## config.mk

```make
export PLATFORM = sky130hd
export DESIGN_NAME = collision_scanner_flat
export DESIGN_NICKNAME = d
export VERILOG_FILES = /design/src/rtl/collision_pkg.sv /design/src/rtl/collision_scanner_if.sv /design/src/rtl/collision_scanner_aabb_overlap.sv /design/src/rtl/collision_scanner.sv /design/src/flat_wrapper.sv
export SDC_FILE = /design/constraint.sdc
export NUM_CORES = 1
export LEC_CHECK = 0
export BUFFER_PORTS_ARGS = -buffer_cell sky130_fd_sc_hd__buf_2
export CAP_MARGIN = 5
export CORE_MARGIN = 2
export CORE_UTILIZATION = 53
export CTS_CLUSTER_SIZE = 16
export DETAILED_ROUTE_END_ITERATION = 6
export PLACE_DENSITY = 0.76
export SLEW_MARGIN = 40
export SYNTH_ARGS = -nofsm -noshare
export SYNTH_HDL_FRONTEND = slang
export SYNTH_SLANG_ARGS = --single-unit
```

## constraint.sdc

```tcl
create_clock -name i_Clk -period 7.67 [get_ports i_Clk]
set_input_delay 1.534 -clock i_Clk [delete_from_list [all_inputs] [get_ports i_Clk]]
set_output_delay 1.534 -clock i_Clk [all_outputs]
set_load 0.02 [all_outputs]
```

## src/rtl/collision_pkg.sv

```systemverilog
// Shared types and sizing helpers for the frog/obstacle collision scanner.
package collision_pkg;

    typedef enum logic [1:0] {IDLE, SCAN, DONE} state_t;

    localparam int TILE_SIZE_DEF = 32;
    localparam int X_W_DEF       = 10;
    localparam int Y_W_DEF       = 10;

    // Slot index width, never narrower than one bit.
    function automatic int idx_w(input int n);
        return (n <= 1) ? 1 : $clog2(n);
    endfunction

    // Hit-count width, wide enough to hold n itself.
    function automatic int cnt_w(input int n);
        return $clog2(n + 1);
    endfunction

endpackage

```

## src/rtl/collision_scanner_if.sv

```systemverilog
// Request/result bundle between the game logic and collision_scanner.
interface collision_scanner_if #(
    parameter int NB_OBJ = 8,
    parameter int X_W    = 10,
    parameter int Y_W    = 10
);
    import collision_pkg::*;

    localparam int IW = idx_w(NB_OBJ);
    localparam int CW = cnt_w(NB_OBJ);

    logic                  i_Start;
    logic [X_W-1:0]        i_Frog_X;
    logic [Y_W-1:0]        i_Frog_Y;
    logic [NB_OBJ*X_W-1:0] i_Obj_X;
    logic [NB_OBJ*Y_W-1:0] i_Obj_Y;
    logic [NB_OBJ-1:0]     i_Obj_Valid;
    logic                  o_Busy;
    logic                  o_Done;
    logic                  o_Has_Collided;
    logic [IW-1:0]         o_Hit_Idx;
    logic [CW-1:0]         o_Hit_Count;

    modport master (
        output i_Start, i_Frog_X, i_Frog_Y, i_Obj_X, i_Obj_Y, i_Obj_Valid,
        input  o_Busy, o_Done, o_Has_Collided, o_Hit_Idx, o_Hit_Count
    );

    modport slave (
        input  i_Start, i_Frog_X, i_Frog_Y, i_Obj_X, i_Obj_Y, i_Obj_Valid,
        output o_Busy, o_Done, o_Has_Collided, o_Hit_Idx, o_Hit_Count
    );

endinterface

```

## src/rtl/collision_scanner_aabb_overlap.sv

```systemverilog
// Combinational strict AABB overlap of two equal square boxes, each shrunk by margin per side.
module aabb_overlap #(
    parameter int X_W = 10,
    parameter int Y_W = 10,
    parameter int C_W = 11
) (
    input  logic [X_W-1:0] f_x,
    input  logic [Y_W-1:0] f_y,
    input  logic [X_W-1:0] o_x,
    input  logic [Y_W-1:0] o_y,
    input  logic [C_W-1:0] size,
    input  logic [C_W-1:0] margin,
    output logic           overlap
);

    logic [C_W-1:0] fx, fy, ox, oy;

    // One extra bit of headroom keeps coord+size from wrapping at the screen edge.
    assign fx = C_W'(f_x);
    assign fy = C_W'(f_y);
    assign ox = C_W'(o_x);
    assign oy = C_W'(o_y);

    assign overlap = (fx + margin < ox + size - margin) &&
                     (ox + margin < fx + size - margin) &&
                     (fy + margin < oy + size - margin) &&
                     (oy + margin < fy + size - margin);

endmodule

```

## src/rtl/collision_scanner.sv

```systemverilog
// Frame-triggered obstacle scanner: one slot per cycle through a single AABB comparator.
// Define COLLISION_HITBOX_SHRINK_EN to shrink both boxes by HITBOX_MARGIN on every side.
module collision_scanner
    import collision_pkg::*;
#(
    parameter int TILE_SIZE     = TILE_SIZE_DEF,
    parameter int NB_OBJ        = 8,
    parameter int X_W           = X_W_DEF,
    parameter int Y_W           = Y_W_DEF,
    parameter int HITBOX_MARGIN = 4
) (
    input logic               i_Clk,
    input logic               i_Rst_L,
    collision_scanner_if.slave bus
);

    localparam int IW  = idx_w(NB_OBJ);
    localparam int CW  = cnt_w(NB_OBJ);
    localparam int C_W = ((X_W > Y_W) ? X_W : Y_W) + 1;
`ifdef COLLISION_HITBOX_SHRINK_EN
    localparam int MARGIN = HITBOX_MARGIN;
`else
    // Full-box build: the margin exists as a parameter but has no effect.
    localparam int MARGIN = 0 * HITBOX_MARGIN;
`endif
    localparam logic [IW-1:0] LAST = IW'(NB_OBJ - 1);

    state_t                state;
    logic [IW-1:0]         idx;
    logic [X_W-1:0]        snap_fx;
    logic [Y_W-1:0]        snap_fy;
    logic [NB_OBJ*X_W-1:0] snap_ox;
    logic [NB_OBJ*Y_W-1:0] snap_oy;
    logic [NB_OBJ-1:0]     snap_v;
    logic                  acc_hit;
    logic [IW-1:0]         acc_idx;
    logic [CW-1:0]         acc_cnt;
    logic                  overlap;
    logic                  slot_hit;

    aabb_overlap #(.X_W(X_W), .Y_W(Y_W), .C_W(C_W)) u_cmp (
        .f_x     (snap_fx),
        .f_y     (snap_fy),
        .o_x     (snap_ox[idx*X_W +: X_W]),
        .o_y     (snap_oy[idx*Y_W +: Y_W]),
        .size    (C_W'(TILE_SIZE)),
        .margin  (C_W'(MARGIN)),
        .overlap (overlap)
    );

    assign slot_hit = overlap && snap_v[idx];

    // Snapshot is pure data; it is only meaningful once a scan is accepted.
    always_ff @(posedge i_Clk) begin
        if (state == IDLE && bus.i_Start) begin
            snap_fx <= bus.i_Frog_X;
            snap_fy <= bus.i_Frog_Y;
            snap_ox <= bus.i_Obj_X;
            snap_oy <= bus.i_Obj_Y;
            snap_v  <= bus.i_Obj_Valid;
        end
    end

    always_ff @(posedge i_Clk) begin
        if (!i_Rst_L) begin
            state              <= IDLE;
            idx                <= '0;
            acc_hit            <= 1'b0;
            acc_idx            <= '0;
            acc_cnt            <= '0;
            bus.o_Busy         <= 1'b0;
            bus.o_Done         <= 1'b0;
            bus.o_Has_Collided <= 1'b0;
            bus.o_Hit_Idx      <= '0;
            bus.o_Hit_Count    <= '0;
        end else begin
            bus.o_Done <= 1'b0;
            case (state)
                IDLE: begin
                    if (bus.i_Start) begin
                        state      <= SCAN;
                        bus.o_Busy <= 1'b1;
                        idx        <= '0;
                        acc_hit    <= 1'b0;
                        acc_idx    <= '0;
                        acc_cnt    <= '0;
                    end
                end
                SCAN: begin
                    // Ascending scan order makes the first recorded hit the lowest index.
                    if (slot_hit) begin
                        acc_cnt <= acc_cnt + CW'(1);
                        if (!acc_hit) begin
                            acc_hit <= 1'b1;
                            acc_idx <= idx;
                        end
                    end
                    if (idx == LAST) begin
                        state <= DONE;
                    end else begin
                        idx <= idx + IW'(1);
                    end
                end
                DONE: begin
                    bus.o_Has_Collided <= acc_hit;
                    bus.o_Hit_Idx      <= acc_idx;
                    bus.o_Hit_Count    <= acc_cnt;
                    bus.o_Done         <= 1'b1;
                    bus.o_Busy         <= 1'b0;
                    state              <= IDLE;
                end
                default: state <= IDLE;
            endcase
        end
    end

endmodule
```

## src/flat_wrapper.sv

```systemverilog
// flat-port wrapper written by rule: the top's interface ports become plain ports
module collision_scanner_flat import collision_pkg::*;
#(
    parameter int TILE_SIZE     = TILE_SIZE_DEF,
    parameter int NB_OBJ        = 8,
    parameter int X_W           = X_W_DEF,
    parameter int Y_W           = Y_W_DEF,
    parameter int HITBOX_MARGIN = 4
)
  (i_Clk, i_Rst_L, bus_i_Start, bus_i_Frog_X, bus_i_Frog_Y, bus_i_Obj_X, bus_i_Obj_Y, bus_i_Obj_Valid, bus_o_Busy, bus_o_Done, bus_o_Has_Collided, bus_o_Hit_Idx, bus_o_Hit_Count);
  collision_scanner_if #(.NB_OBJ(NB_OBJ), .X_W(X_W), .Y_W(Y_W)) bus_i ();
  input logic i_Clk;
  input logic i_Rst_L;
  input wire logic [$bits(bus_i.i_Start)-1:0] bus_i_Start;
  input wire logic [$bits(bus_i.i_Frog_X)-1:0] bus_i_Frog_X;
  input wire logic [$bits(bus_i.i_Frog_Y)-1:0] bus_i_Frog_Y;
  input wire logic [$bits(bus_i.i_Obj_X)-1:0] bus_i_Obj_X;
  input wire logic [$bits(bus_i.i_Obj_Y)-1:0] bus_i_Obj_Y;
  input wire logic [$bits(bus_i.i_Obj_Valid)-1:0] bus_i_Obj_Valid;
  output wire logic [$bits(bus_i.o_Busy)-1:0] bus_o_Busy;
  output wire logic [$bits(bus_i.o_Done)-1:0] bus_o_Done;
  output wire logic [$bits(bus_i.o_Has_Collided)-1:0] bus_o_Has_Collided;
  output wire logic [$bits(bus_i.o_Hit_Idx)-1:0] bus_o_Hit_Idx;
  output wire logic [$bits(bus_i.o_Hit_Count)-1:0] bus_o_Hit_Count;
  assign bus_i.i_Start = bus_i_Start;
  assign bus_i.i_Frog_X = bus_i_Frog_X;
  assign bus_i.i_Frog_Y = bus_i_Frog_Y;
  assign bus_i.i_Obj_X = bus_i_Obj_X;
  assign bus_i.i_Obj_Y = bus_i_Obj_Y;
  assign bus_i.i_Obj_Valid = bus_i_Obj_Valid;
  assign bus_o_Busy = bus_i.o_Busy;
  assign bus_o_Done = bus_i.o_Done;
  assign bus_o_Has_Collided = bus_i.o_Has_Collided;
  assign bus_o_Hit_Idx = bus_i.o_Hit_Idx;
  assign bus_o_Hit_Count = bus_i.o_Hit_Count;
  collision_scanner #(.TILE_SIZE(TILE_SIZE), .NB_OBJ(NB_OBJ), .X_W(X_W), .Y_W(Y_W), .HITBOX_MARGIN(HITBOX_MARGIN)) u_core (.i_Clk(i_Clk), .i_Rst_L(i_Rst_L), .bus(bus_i));
endmodule
```

== Word-level counts from Yosys, hierarchy flattened ==
Index checks and enable logic that the tools add are counted.

* Register bits: 211
* Logic and storage cells: 70

* Shifts and indexed selects: 2
* Magnitude comparators: 5
* Reduce and logical (&&, ||, !) cells: 13
* Equal/unequal tests: 8
* Mux-type cells: 20
* Multipliers: 1
* Add/sub/neg operators: 6

{| class="wikitable"
|+ Operators with widths
! kind !! count
|-
| $shiftx A80 B8 Y10 || 2
|-
| $add A10 B6 Y11 const B || 4
|-
| $lt A10 B11 Y1 || 4
|-
| $mux W3 || 4
|-
| $pmux W3 S2 || 2
|-
| $mux W4 || 2
|-
| $pmux W4 S2 || 1
|-
| $mul A3 B3 Y6 const B || 1
|-
| $ne A2 B2 Y1 const B || 3
|-
| $reduce_and A3 Y1 || 2
|-
| $logic_and A1 B1 Y1 || 5
|-
| $mux W1 || 5
|-
| $add A4 B1 Y4 const B || 1
|-
| $lt A3 B4 Y1 const B || 1
|-
| $mux W2 || 2
|-
| $ne A2 B1 Y1 const B || 2
|-
| $pmux W1 S2 || 2
|-
| $pmux W2 S2 || 1
|-
| $reduce_and A2 Y1 || 2
|-
| $reduce_and A4 Y1 || 1
|-
| $reduce_bool A2 Y1 || 2
|-
| $add A3 B1 Y3 const B || 1
|-
| $bmux W1 S3 || 1
|-
| $eq A3 B3 Y1 const B || 1
|-
| other kinds (3) || 3
|}

== Depth between registers and ports, before layout ==
* Word-level depth: 10
* Mapped depth: 16

== Hierarchy ==
A second synthesis with hierarchy kept.

* Cells, all modules: 1,189
* Area total of the unflattened synthesis: 14,005.9 um^2

{| class="wikitable"
|+ Modules (own cells, without submodules)
! module !! sequential area each (um^2) !! instances !! cells each !! area each (um^2)
|-
| collision_scanner || 6,105.9 || 1 || 426 || 7,932.6
|-
| aabb_overlap || 0.0 || 1 || 763 || 6,073.3
|}

== Worst setup path before layout ==
Ideal clock, no wire load.

* Kind: input to register
* Start point: in bus_i_Start
* End point: reg u_core.idx[0]
* Data arrival time: 6,258 ps
* Library setup time: 122 ps
* Data required time: 7,548 ps
* Setup slack: 1,290 ps
* Cell stages on the path: 6
* Cells stage by stage: nor2b_1 nand2b_1 inv_1 nor2_1 mux2i_1 nor2b_1

* Word-level cells in the longest chain between the ends: 2

{| class="wikitable"
|+ RTL lines
! item !! line !! RTL
|-
| start, declared || flat_wrapper.sv:14 || <nowiki>input wire logic [$bits(bus_i.i_Start)-1:0] bus_i_Start;</nowiki>
|-
| $ne A2 B2 Y1 (no line) || n/a ||
|-
| $reduce_and A3 Y1 (no line) || n/a ||
|-
| end signal, assigned || collision_scanner.sv:101 || <nowiki>idx <= idx + IW'(1);</nowiki>
|-
| end, declared || collision_scanner.sv:29 || <nowiki>logic [IW-1:0] idx;</nowiki>
|}

Every way passes these cells.
A chain may end at the register's enable or synchronous reset.

== Worst setup path in the final report ==
* Start point: reg u_core.idx[0]
* End point: reg u_core.acc_cnt[2]

* Word-level cells in the longest chain between the ends: 10
* Elaborated cells between the ends (all ways): 17

{| class="wikitable"
|+ RTL lines
! item !! line !! RTL
|-
| $mul A3 B3 Y6 || collision_scanner.sv:44, collision_scanner.sv:45 ||
|-
| $shiftx A80 B8 Y10 || collision_scanner.sv:44 || <nowiki>.o_x (snap_ox[idx*X_W +: X_W]),</nowiki>
|-
| $add A10 B6 Y11 || collision_scanner_aabb_overlap.sv:24 || <nowiki>assign overlap = (fx + margin < ox + size - margin) &&</nowiki>
|-
| $lt A10 B11 Y1 || collision_scanner_aabb_overlap.sv:24 ||
|-
| $logic_and A1 B1 Y1 || collision_scanner_aabb_overlap.sv:24 ||
|-
| $logic_and A1 B1 Y1 || collision_scanner_aabb_overlap.sv:25 || <nowiki>(ox + margin < fx + size - margin) &&</nowiki>
|-
| $logic_and A1 B1 Y1 || collision_scanner_aabb_overlap.sv:26 || <nowiki>(fy + margin < oy + size - margin) &&</nowiki>
|-
| $logic_and A1 B1 Y1 (*) || collision_scanner.sv:51 || <nowiki>assign slot_hit = overlap && snap_v[idx];</nowiki>
|-
| $ne A2 B1 Y1 (no line) (*) || n/a ||
|-
| $reduce_and A3 Y1 (no line) (*) || n/a ||
|-
| end signal, assigned || collision_scanner.sv:92 || <nowiki>acc_cnt <= acc_cnt + CW'(1);</nowiki>
|-
| end, declared || collision_scanner.sv:37 || <nowiki>logic [CW-1:0] acc_cnt;</nowiki>
|}

Mark *: on every way between the ends. The rest lies on a longest branch, timed or not. The select of a mux whose other input is x is not followed.

==> results.toml <==
[run_status]
run_status = "finished clean"

[final_layout]
final_util_pct = 66.2
multiInputGateArea_um2 = 2760
number_of_fill_cells = 1155
final_net_count = 959
antennaDiodeCount = 0
drive_above_1_share_pct = 38.0
area_growth_pct = 21.5
seqCellArea_um2 = 6110

[synthesis]
total_nets_after_synthesis = 749
synth_xor_area_share_pct = 1.16
portion_of_netlist_area_occupied_by_mux_cells_pct = 14.0
synth_most_common_cell = "edfxtp_1"
synth.top_cells.by_count = "edfxtp_1 (188), ha_1 (41), mux4_2 (30), nand2_1 (30), inv_1 (26)"
yosysSeqAreaShare_pct = 67.3
combinational_family_with_the_most_area_after_synthesis = "multiplexers"
synth_area_um2 = 9070
number_of_unique_standard_cell_types_used_by_synthesis = 52
synth_compound_area_share_pct = 4.73
portion_of_synthesized_cell_area_occupied_by_the_leading_cell_type_pct = 62.3
synth-edff-count = 188
post_synth_inst_count = 517
synthTopCellsByArea = "edfxtp_1 (62%), mux4_2 (7.5%), ha_1 (5.7%)"
synth_seq_cells = 211
async_flop_share_pct = 0
post_synth_and_or_nand_nor_area_fraction_pct = 4.82
synthAdderAreaFrac_pct = 5.66
avgSynthCellArea_um2 = 17.5
synth_warnings = 0
synth.largest_area_cell = "edfxtp_1"
yosys_most_used_dff = "edfxtp_1"

[clocking]
clk_sinks = 211
post_cts_resize_count = 0
insertion_delay_ns = 0.51
clockRootBuffer = "clkbuf_16"
holdBufCountCts = 0
cts_buffers = 22
max-clock-path-buffers = 3
postCtsSetupRepairBufs = 0
tritoncts = "built"
clkSlewWorstSetupHoldPaths_ns = 0.06
h_tree_depth = 1

[detailed_routing]
detail-route-antenna-nets = 0
drt_iter0_markers = 252
detail_routed_via_count_per_cell = 5.34
drcViolationCount = 0
totalWireLength_um = 17800
firstDrtPassIters = 5
num_vias = 5144
routed_wire_length_per_instance_um = 18.5

[run]
max_cap_viol_count = 0

[critical_path]
critPathMaxStageDelay_ns = 0.62
worst-r2r-cell-count = 11
crit_path_end_kind = "flop"
setup.worst_path.start_class = "flop"
critical_path.slowest_cell = "dfxtp_4"
worstPathCellList = "buf_12, mux4_2, mux2_2, ha_1, a21oi_1, o21ai_0, a2111oi_0, a211oi_2, a2111oi_4, nand2_4, a31o_1"
cp_data_required_time_ns = 8.07
critical_path.reg2reg.endpoint = "u_core.acc_cnt[2]"
regToRegSetupSlack_ns = 3.52
arrival_ns = 4.55
critical_path_type = "reg -> reg"
worstPathMaxFanout = 24
timing.rr.start = "u_core.idx[0]"

[sta]
achievable-frequency_mhz = 241
worst-slew-pin-transition_ns = 0.814
maxSlewHeadroom_pct = 45.7
final.setup.worst_slack_ns = 3.52
final-setup-viol-count = 0
finalClockSkew_ns = 0.0159
grt_setup_unrepaired = "false"
holdWs_ns = 0.462
timing.final.crit_period_ns = 4.15
final_max_slew_viol_count = 0
fin_tns_setup_ns = 0
finalHoldViolations = 0
min_period_over_period_pct = 54.2

[die]
die_width_um = 135
boundaryPins = 201
design.die.area_um2 = 18200
die_height_um = 135
design.core.area_um2 = 16600
placement_rows = 47
initial_utilization_pct = 54.5

[grt]
grt_use_total_pct = 19.7
first_global_vias = 5575
pin_count_of_the_biggest_net_entering_global_routing = 120
grt_first_pass_wirelength_um = 27400
grt_antenna_before_repair = 2
overflow = 0

[min_path]
worstHoldPathType = "reg -> reg"
worstHoldPathCells = 2
holdCritStartpoint = "u_core.bus.o_Hit_Idx[2]"
hold_path_end = "u_core.bus.o_Hit_Idx[2]"

[placed_design]
place_hpwl_um = 12400
io_buffer_count = 200
globalplace.congestion = 0.818
dp_worst_setup_slack_ns = 3.55

[pwr]
cellPowerDensity_nw_per_um2 = 241
peakVddDrop_uv = 209
leak_nw = 4.32
## stage by stage
step	cells	cell area [µm²]	total power, mW
detailed placement	922	10300	1.65
finish	963	11000	2.66
floorplan	517	9070	1.56
global placement	921	10300	1.64
CTS	962	11000	2.68
global route	963	11000	2.76
## registers in the layout (all words and copies together), names as in the netlist
register	count
u_core.acc_cnt	4
u_core.acc_hit	1
u_core.acc_idx	3
u_core.bus.o_Busy	1
u_core.bus.o_Done	1
u_core.bus.o_Has_Collided	1
u_core.bus.o_Hit_Count	4
u_core.bus.o_Hit_Idx	3
u_core.idx	3
u_core.snap_fx	10
u_core.snap_fy	10
u_core.snap_ox	80
u_core.snap_oy	80
u_core.snap_v	8
u_core.state	2
## metal layers
layer	up-vias	global-route usage, %	part of all wire (%)
li1	2463	-	-
met1	2475	23.6	39
met2	152	35.2	52
met3	50	4.13	5.4
met4	4	6.90	3.1
met5	-	0	0.12
## worst max-delay path, delay by kind of cell (launching register included)
kind / cells / cell delay [ns]
AOI/OAI and AO/OA: 6 / 1.82
muxes: 2 / 0.85
DFF: 1 / 0.62
adders and majority gates: 1 / 0.33
buffers and inverters: 1 / 0.28
and+or+nand+nor: 1 / 0.14
## kinds of logic (layout without fill, tap and decap cells)
group,Yosys count,count (layout)
simple gates,84,84
flops,211,211
xor+xnor,12,12
compound gates,57,57
mux,68,68
buf+inv,44,270
fa+ha+maj,41,41
## cell usage in the layout (no fill, tap or decap), types with 2 or more instances in the layout
master / synthesis / routed
nand2_1: 30 / 30
xnor2_1: 7 / 7
bufinv_16: 0 / 2
and3_1: 6 / 6
nor2_1: 6 / 6
dfxtp_1: 23 / 20
dfxtp_2: 0 / 2
nand4_1: 3 / 3
clkinv_1: 0 / 5
mux4_1: 12 / 12
nor3_1: 4 / 4
o211a_1: 2 / 2
a21boi_0: 8 / 8
clkinvlp_4: 0 / 3
and2_1: 4 / 4
xor2_1: 5 / 5
o211ai_1: 2 / 2
inv_1: 26 / 25
mux4_2: 30 / 30
o21ai_0: 8 / 8
clkbuf_1: 5 / 5
edfxtp_1: 188 / 188
a21oi_1: 10 / 10
nand3_1: 13 / 13
a31o_1: 2 / 2
a21o_1: 6 / 6
a211oi_1: 2 / 2
nor2b_1: 10 / 10
ha_1: 41 / 41
nand2b_1: 4 / 4
clkbuf_16: 0 / 22
a22oi_1: 3 / 3
buf_2: 5 / 200
mux2_2: 7 / 7
mux2i_1: 18 / 18
a31oi_1: 2 / 2
## power breakdown
part	switching (mW)	internal [mW]	leakage, nW
Combinational	0.138	0.134	2.01
Sequential	0.0268	1.33	1.99
Clock	0.428	0.599	0.328
## layout make-up
type                       count  area share [%]
sequential                   211            55.5
multi-input combinational    262            25.0
timing repair buffer         204            9.69
clock inverter                13            1.19
clock buffer                  27            5.17
inverter                      26           0.954
tap                          220            2.50
## how the worst max path moves through the flow
stage | startpoint | end | slack (ns) | depth (start not counted)
6_report | u_core.idx[0] | u_core.acc_cnt[2] | 3.52 | 11
5_1_grt | u_core.idx[0] | u_core.acc_cnt[3] | 3.22 | 13
4_1_cts | u_core.idx[0] | u_core.acc_cnt[3] | 3.48 | 11
3_5_place_dp | u_core.idx[0] | u_core.acc_cnt[3] | 3.55 | 11
3_3_place_gp | u_core.idx[0] | u_core.acc_cnt[2] | 3.56 | 11
2_1_floorplan | bus_i_Start | u_core.idx[0] | 1.29 | 6
Note: power is estimated with default switching activity, not from simulation.
